$ cat src/rtl/serial_adder_pkg.sv
// Shared types and helpers for the bit-serial adder: FSM state encoding,
// the half-adder cell used to build the full-adder bit cell, and the
// bit-counter width helper.
package serial_adder_pkg;

    // Controller states. The unused code 2'b11 is treated as illegal and
    // steers back to ST_IDLE.
    typedef enum logic [1:0] {
        ST_IDLE = 2'b00,
        ST_RUN  = 2'b01,
        ST_DONE = 2'b10
    } state_e;

    // Output pair of one half-adder cell.
    typedef struct packed {
        logic s;
        logic c;
    } ha_t;

    // One half-adder cell: sum is XOR, carry is AND.
    function automatic ha_t half_add(input logic x, input logic y);
        ha_t r;
        r.s = x ^ y;
        r.c = x & y;
        return r;
    endfunction

    // Bit counter width: wide enough to hold N-1 for any N >= 1.
    function automatic int cnt_width(input int n);
        return $clog2(n) + 1;
    endfunction

endpackage

$ cat src/rtl/bit_full_adder.sv
// Single-bit full adder assembled from two half-adder cells and an OR gate.
// Purely combinational; the serial adder uses exactly one of these.
module bit_full_adder
    import serial_adder_pkg::*;
(
    input  logic x,
    input  logic y,
    input  logic ci,
    output logic s,
    output logic co
);

    ha_t h1;
    ha_t h2;

    // First cell adds the operand bits, second adds the incoming carry;
    // at most one of the two cells can produce a carry, so OR merges them.
    always_comb begin
        h1 = half_add(x, y);
        h2 = half_add(h1.s, ci);
        s  = h2.s;
        co = h1.c | h2.c;
    end

endmodule

$ cat src/rtl/serial_adder.sv
// Bit-serial N-bit adder. Computes a + b + cin one bit per clock, LSB first,
// through a single full-adder bit cell with the carry held in a flop between
// bits. start/busy/done handshake:
//   - start is accepted on a clock edge while the controller is IDLE or DONE;
//     a, b and cin are captured on that same edge and ignored otherwise.
//   - busy is high for the N cycles the bits are being processed.
//   - done pulses for one cycle when sum/cout have just been updated.
// sum/cout only change on the edge that finishes an add, so they hold the
// previous result throughout the following operation.
module serial_adder
    import serial_adder_pkg::*;
#(
    parameter int N = 4
) (
    input  logic         clk,
    input  logic         rst_n,
    input  logic         start,
    input  logic [N-1:0] a,
    input  logic [N-1:0] b,
    input  logic         cin,
    output logic         busy,
    output logic         done,
    output logic [N-1:0] sum,
    output logic         cout
);

    localparam int             CW   = cnt_width(N);
    localparam logic [CW-1:0]  LAST = CW'(N - 1);

    state_e         state_q, state_d;
    logic [N-1:0]   ra_q, ra_d;
    logic [N-1:0]   rb_q, rb_d;
    logic [N-1:0]   acc_q, acc_d;
    logic           carry_q, carry_d;
    logic [CW-1:0]  cnt_q, cnt_d;
    logic [N-1:0]   sum_q, sum_d;
    logic           cout_q, cout_d;
    logic           busy_q, busy_d;
    logic           done_q, done_d;

    logic           bit_s;
    logic           bit_c;
    logic [N-1:0]   acc_shift;

    // The one bit cell always looks at the current LSBs and the stored carry.
    bit_full_adder u_bit (
        .x  (ra_q[0]),
        .y  (rb_q[0]),
        .ci (carry_q),
        .s  (bit_s),
        .co (bit_c)
    );

    // Next-state and datapath updates for the controller.
    always_comb begin
        state_d = state_q;
        ra_d    = ra_q;
        rb_d    = rb_q;
        acc_d   = acc_q;
        carry_d = carry_q;
        cnt_d   = cnt_q;
        sum_d   = sum_q;
        cout_d  = cout_q;

        // New result bits enter at the MSB so that after N shifts bit 0
        // of the result sits at acc[0]. Written this way so N=1 works too.
        acc_shift        = acc_q >> 1;
        acc_shift[N-1]   = bit_s;

        case (state_q)
            ST_IDLE: begin
                if (start) begin
                    ra_d    = a;
                    rb_d    = b;
                    carry_d = cin;
                    cnt_d   = '0;
                    state_d = ST_RUN;
                end
            end
            ST_RUN: begin
                acc_d   = acc_shift;
                ra_d    = ra_q >> 1;
                rb_d    = rb_q >> 1;
                carry_d = bit_c;
                cnt_d   = cnt_q + CW'(1);
                if (cnt_q == LAST) begin
                    sum_d   = acc_shift;
                    cout_d  = bit_c;
                    state_d = ST_DONE;
                end
            end
            ST_DONE: begin
                if (start) begin
                    ra_d    = a;
                    rb_d    = b;
                    carry_d = cin;
                    cnt_d   = '0;
                    state_d = ST_RUN;
                end else begin
                    state_d = ST_IDLE;
                end
            end
            default: begin
                state_d = ST_IDLE;
            end
        endcase

        // Status outputs are decoded from the next state and registered,
        // so they have no combinational path from any input.
        busy_d = (state_d == ST_RUN);
        done_d = (state_d == ST_DONE);
    end

    // All state, including the registered handshake outputs; async clear.
    always_ff @(posedge clk or negedge rst_n) begin
        if (!rst_n) begin
            state_q <= ST_IDLE;
            ra_q    <= '0;
            rb_q    <= '0;
            acc_q   <= '0;
            carry_q <= 1'b0;
            cnt_q   <= '0;
            sum_q   <= '0;
            cout_q  <= 1'b0;
            busy_q  <= 1'b0;
            done_q  <= 1'b0;
        end else begin
            state_q <= state_d;
            ra_q    <= ra_d;
            rb_q    <= rb_d;
            acc_q   <= acc_d;
            carry_q <= carry_d;
            cnt_q   <= cnt_d;
            sum_q   <= sum_d;
            cout_q  <= cout_d;
            busy_q  <= busy_d;
            done_q  <= done_d;
        end
    end

    assign busy = busy_q;
    assign done = done_q;
    assign sum  = sum_q;
    assign cout = cout_q;

endmodule

$ cat config.mk
export PLATFORM = sky130hd
export DESIGN_NAME = serial_adder
export DESIGN_NICKNAME = d
export VERILOG_FILES = /design/src/rtl/serial_adder_pkg.sv /design/src/rtl/bit_full_adder.sv /design/src/rtl/serial_adder.sv
export SDC_FILE = /design/constraint.sdc
export NUM_CORES = 1
export LEC_CHECK = 0
export ABC_AREA = 1
export ABC_CLOCK_PERIOD_IN_PS = 2800
export CAP_MARGIN = 30
export CORE_UTILIZATION = 54
export DETAILED_ROUTE_END_ITERATION = 6
export PLACE_DENSITY = 0.81
export SLEW_MARGIN = 20
export SYNTH_ARGS = -nofsm -noshare
export SYNTH_HDL_FRONTEND = slang
export SYNTH_SLANG_ARGS = --single-unit
export TNS_END_PERCENT = 1
$ cat constraint.sdc
create_clock -name clk -period 2.8 [get_ports clk]
set_input_delay 0.42 -clock clk [delete_from_list [all_inputs] [get_ports clk]]
set_output_delay 0.42 -clock clk [all_outputs]
set_load 0.05 [all_outputs]
# After elaboration in Yosys (flattened, before gate mapping)
# Cells that the tools add are included.
# classes
eq_ne	6
n_addsub	1
n_reduce_logical	5
bitwise_logic	5
muxes	12
# op_table
operator	n
4-bit one-hot mux with 2 select lines	2
4-bit two-way mux	2
2-bit one-hot mux with 3 select lines	1
3-bit one-hot mux with 2 select lines	1
2-bit by 1-bit == test with 1-bit output, second input constant	2
2-bit == test, second input constant	2
2-bit two-way mux	2
2-bit AND reduction	2
3-bit by 1-bit adder with 3-bit output, second input constant	1
3-bit by 2-bit == test with 1-bit output, second input constant	1
3-bit two-way mux	1
1-bit AND	2
2-bit logical NOT	1
1-bit two-way mux	2
2-bit by 1-bit != test with 1-bit output, second input constant	1
1-bit one-hot mux with 2 select lines	1
2-bit nonzero test	1
2-bit OR reduction	1
1-bit XOR	2
1-bit OR	1
# word_totals
wordCells	39
register_bits	25
inputBits	12

# Longest topological paths before layout
# depth
ltp_word	4
ltp_mapped	7
depth_no_buf	5

# Modules after synthesis
# A second synthesis with hierarchy kept.
# hier_totals
cells_unflattened	127
hier_area_um2	1088.5
# by_module_without_submodules
mod	instances	area_per_inst_um2	cells_each
serial_adder	1	1068.5	126
bit_full_adder	1	20.0	1

# Worst setup path before layout
# OpenSTA, ideal clock, no wires.
# synth_timing
kind	reg-to-reg
start	register cnt_q[0]
end	register cout_q (netlist: cout)
setup_time_ns	0.118
n_path_buf	1
slack_ns	1.514
path_stages_with_launch	7
t_arrival_ns	1.168
required_time_ns	2.682
period_less_slack_ns	1.286
cell_sequence	dfrtp_1 -> ha_1 -> ha_1 -> clkbuf_1 -> nand3_1 -> nand2_1 -> nand2_1
# synth_between
elab_chain_cells	2
# synth_lines
element	line	source
from (decl)	serial_adder.sv:35	logic [CW-1:0] cnt_q, cnt_d;
from (signal assigned)	serial_adder.sv:133	cnt_q <= cnt_d;
3-bit by 2-bit == test with 1-bit output	serial_adder.sv:86	if (cnt_q == LAST) begin
2-bit AND reduction (no source line)	-	
to (signal assigned)	serial_adder.sv:135	cout_q <= cout_d;
to (decl)	serial_adder.sv:37	logic cout_q, cout_d;
# Every way passes these cells.
# A chain may end at the register's enable or synchronous reset.

# Worst setup path after layout
# layout_timing
start	register sum_q[2] (netlist: sum[2])
end	output port sum[2]
# layout_lines
element	line	source
from (decl)	serial_adder.sv:36	logic [N-1:0] sum_q, sum_d;
from (signal assigned)	serial_adder.sv:134	sum_q <= sum_d;
to (decl)	serial_adder.sv:23	output logic [N-1:0] sum,
# No word-level cell between the ends.

==> flow_results.xml <==
<?xml version="1.0" encoding="UTF-8"?>
<metrics>
  <group name="setup_path">
    <metric name="cp.buffers_inverters" unit="">1</metric>
    <metric name="dominant_delay_contributor_by_cell_family_on_the_critical_path" unit="">buffers and inverters</metric>
    <metric name="slowest_delay" unit="ns">0.80</metric>
    <metric name="cp_data_arrival_time" unit="ns">1.49</metric>
    <metric name="endpoint_kind" unit="">output pin</metric>
    <metric name="worst-r2r-cell-count" unit="">5</metric>
    <metric name="critPathMaxFanout" unit="">2</metric>
    <metric name="worstSetupStartpointType" unit="">register</metric>
    <metric name="timing_worst_setup_path_type" unit="">register to output pin</metric>
    <metric name="timing.critical_path.cells" unit="">clkdlybuf4s50_1</metric>
    <metric name="cp.depth" unit="">1</metric>
    <metric name="timing.critical_path.required" unit="ns">2.38</metric>
    <metric name="critPathSlowestCell" unit="">clkdlybuf4s50_1</metric>
  </group>
  <group name="timing">
    <metric name="post-route-min-period" unit="ns">1.908</metric>
    <metric name="setup_total_negative_slack" unit="ns">0</metric>
    <metric name="setup_violations" unit="">0</metric>
    <metric name="final.setup.worst_slack" unit="ns">0.8923</metric>
    <metric name="hold_viol_final" unit="">0</metric>
    <metric name="clock_skew" unit="ns">0.004026</metric>
    <metric name="period_share" unit="%">68.13</metric>
    <metric name="rsz_0062_raised_after_global_routing" unit="">false</metric>
    <metric name="final-max-slew-violation-count" unit="">0</metric>
    <metric name="timing_worst_slew_pin_value" unit="ns">0.4966</metric>
    <metric name="timing.fmax" unit="MHz">524.2</metric>
    <metric name="max_slew_margin" unit="%">66.79</metric>
  </group>
  <group name="clocking">
    <metric name="cts_buffers" unit="">3</metric>
    <metric name="ctsRootBufferMaster" unit="">clkbuf_4</metric>
    <metric name="post-cts-setup-buffer-count" unit="">0</metric>
    <metric name="cts_tree" unit="">built</metric>
    <metric name="clkTransAtPathRegs" unit="ns">0.13</metric>
    <metric name="cts_hold_repair.buffers" unit="">0</metric>
    <metric name="clock_tree.htree_level_count" unit="">1</metric>
    <metric name="clock_latency" unit="ns">0.31</metric>
    <metric name="cts_resized" unit="">0</metric>
    <metric name="cts.sink_count" unit="">24</metric>
    <metric name="clock_tree.buffer_depth" unit="">2</metric>
  </group>
  <group name="finish">
    <metric name="count_of_nets_after_finishing" unit="">160</metric>
    <metric name="fraction_of_layout_instances_using_a_drive_strength_above_1" unit="%">5.556</metric>
    <metric name="sequential_cell_area" unit="um^2">600.6</metric>
    <metric name="area.growth.synth_to_final" unit="%">18.85</metric>
    <metric name="multiInputGateArea" unit="um^2">407.9</metric>
    <metric name="fillerInstances" unit="">158</metric>
    <metric name="diodes" unit="">0</metric>
  </group>
  <group name="power">
    <metric name="cellPowerDensity" unit="nW/um^2">1169</metric>
    <metric name="static-leakage-power" unit="nW">0.6993</metric>
    <metric name="power.ir.vdd_worst" unit="mV">0.5047</metric>
  </group>
  <group name="floorplanning">
    <metric name="design.portCount" unit="">19</metric>
    <metric name="die-width" unit="um">46.90</metric>
    <metric name="fp.dieH" unit="um">46.90</metric>
    <metric name="design.core.area" unit="um^2">1802</metric>
    <metric name="die_area" unit="um^2">2199</metric>
    <metric name="rows" unit="">15</metric>
    <metric name="initial_utilization" unit="%">60.42</metric>
  </group>
  <group name="placement">
    <metric name="dp_hpwl" unit="um">1324</metric>
    <metric name="count_of_buffers_inserted_at_the_top_level_ports" unit="">18</metric>
    <metric name="gp_routability_congestion" unit="">0.8089</metric>
    <metric name="place_ws" unit="ns">1.038</metric>
  </group>
  <group name="synth">
    <metric name="yosys.area.top_type_share" unit="%">55.17</metric>
    <metric name="syn-instance-count" unit="">127</metric>
    <metric name="yosysSeqAreaShare" unit="%">55.17</metric>
    <metric name="yosysMostFrequentCell" unit="">nand2_1</metric>
    <metric name="postSynthNetCount" unit="">142</metric>
    <metric name="syn-mean-instance-area" unit="um^2">8.571</metric>
    <metric name="postSynthRegisterBits" unit="">24</metric>
    <metric name="ys_warn_count" unit="">0</metric>
    <metric name="netlist_area" unit="um^2">1089</metric>
    <metric name="count_of_flip_flops_with_a_built_in_enable_after_synthesis" unit="">0</metric>
    <metric name="ys_async_sr_fraction" unit="%">100.0</metric>
    <metric name="ranking_of_synthesized_cells_by_instance_count" unit="">nand2_1, dfrtp_1, nand3_1</metric>
    <metric name="synth.lib_cells_used.distinct" unit="">15</metric>
    <metric name="dominantRegCellSynth" unit="">dfrtp_1</metric>
    <metric name="synth_area_leader_cell" unit="">dfrtp_1</metric>
    <metric name="leading_cell_types_by_total_area_after_synthesis" unit="">dfrtp_1, nand2_1, nand3_1, buf_6, inv_1</metric>
  </group>
  <group name="route">
    <metric name="via_count" unit="">862</metric>
    <metric name="initialDrtViolationCount" unit="">21</metric>
    <metric name="antenna_violating_nets_post_route" unit="">0</metric>
    <metric name="routed_wl" unit="um">1928</metric>
    <metric name="drt-vias-per-instance" unit="">5.101</metric>
    <metric name="residual_drc_count" unit="">0</metric>
    <metric name="avgRoutedWirePerCell" unit="um">11.41</metric>
    <metric name="dr.pass1.iters" unit="">4</metric>
  </group>
  <group name="grt">
    <metric name="grt_max_degree" unit="">25</metric>
    <metric name="grt_util_all_layers" unit="%">21.55</metric>
    <metric name="via_count_of_the_first_global_routing_pass" unit="">733</metric>
    <metric name="first_pass_grt_wire_length" unit="um">3208</metric>
    <metric name="grt_overflow" unit="">0</metric>
    <metric name="antenna_found_initial" unit="">0</metric>
  </group>
  <group name="job">
    <metric name="cap_violations" unit="">0</metric>
  </group>
  <group name="hold_path">
    <metric name="worst_min_path_class" unit="">input pin to async pin</metric>
  </group>
  <group name="status">
    <metric name="run_status" unit="">complete, no violations</metric>
  </group>
</metrics>
==> logic make-up after synthesis <==
kind of cell | after synthesis | share of synthesized area [%]
AND/OR/NAND/NOR | 82 | 31.50
flip-flops | 24 | 55.17
buffers and inverters | 14 | 7.356
AO/OA/AOI/OAI | 4 | 1.838
adder cells (fa/ha/maj) | 3 | 4.138
==> routing by layer <==
metal | global-route usage (%) | vias up | share of wire, %
met5 | 0 | - | 0
met4 | 10.29 | 0 | 0.78
met3 | 3.462 | 2 | 3.4
met2 | 33.33 | 17 | 48
met1 | 29.70 | 411 | 48
li1 | - | 432 | -
==> final timing paths <==
check / to / start / slack [ns]
min in group clk: sum[3]$_DFFE_PN0P_ / sum[3]$_DFFE_PN0P_ / 0.50
max in group asynchronous: cnt_q[0]$_DFFE_PN0P_ / rst_n / 2.11
setup reg to reg: rb_q[1]$_DFFE_PN0P_ / state_q[0]$_DFF_PN0_ / 1.08
hold / removal: sum[2]$_DFFE_PN0P_ / rst_n / 0.45
setup / recovery: sum[2] / sum[2]$_DFFE_PN0P_ / 0.89
hold reg to reg: sum[3]$_DFFE_PN0P_ / sum[3]$_DFFE_PN0P_ / 0.50
==> sequential cells by signal (all words and copies together), names as in the netlist <==
signal	cells
cout	1
state_q	2
done	1
busy	1
carry_q	1
cnt_q	3
rb_q	4
ra_q	4
sum	4
acc_q	3
==> stage by stage <==
stage	utilization, %	area, um^2	hold slack, ns	instances	power, mW
2_1_floorplan	-	1089	0.1244	127	1.184
6_report	71.81	1294	0.4527	169	1.513
3_5_place_dp	69.79	1257	0.4727	165	1.340
4_1_cts	71.81	1294	0.4447	169	1.524
3_3_place_gp	69.79	1257	0.4622	165	1.313
5_1_grt	71.81	1294	0.4606	169	1.642
==> report_power, final <==
group	total, mW	internal, mW	switching (mW)	leakage (nW)
clock	0.180	0.0794	0.100	0.0210
sequential	0.600	0.498	0.103	0.304
combinational	0.732	0.246	0.486	0.374
total	1.51	0.823	0.689	0.699
==> area by class of cell <==
cell class | count | share of cell area (%)
Sequential cell | 24 | 46.42
Multi-Input combinational cell | 89 | 31.53
Timing Repair Buffer | 19 | 14.51
Clock buffer | 4 | 2.805
Tap cell | 25 | 2.418
Inverter | 8 | 2.321
==> placed cells by master (no fill, tap or decap), drive strengths merged <==
master	instances
buf	1
clkbuf	4
clkdlybuf4s50	18
dfrtp	24
fa	1
ha	2
inv	8
nand2	61
nand3	20
nor2	1
o21ai	4
No activity file was read; power rests on OpenSTA's default activity.
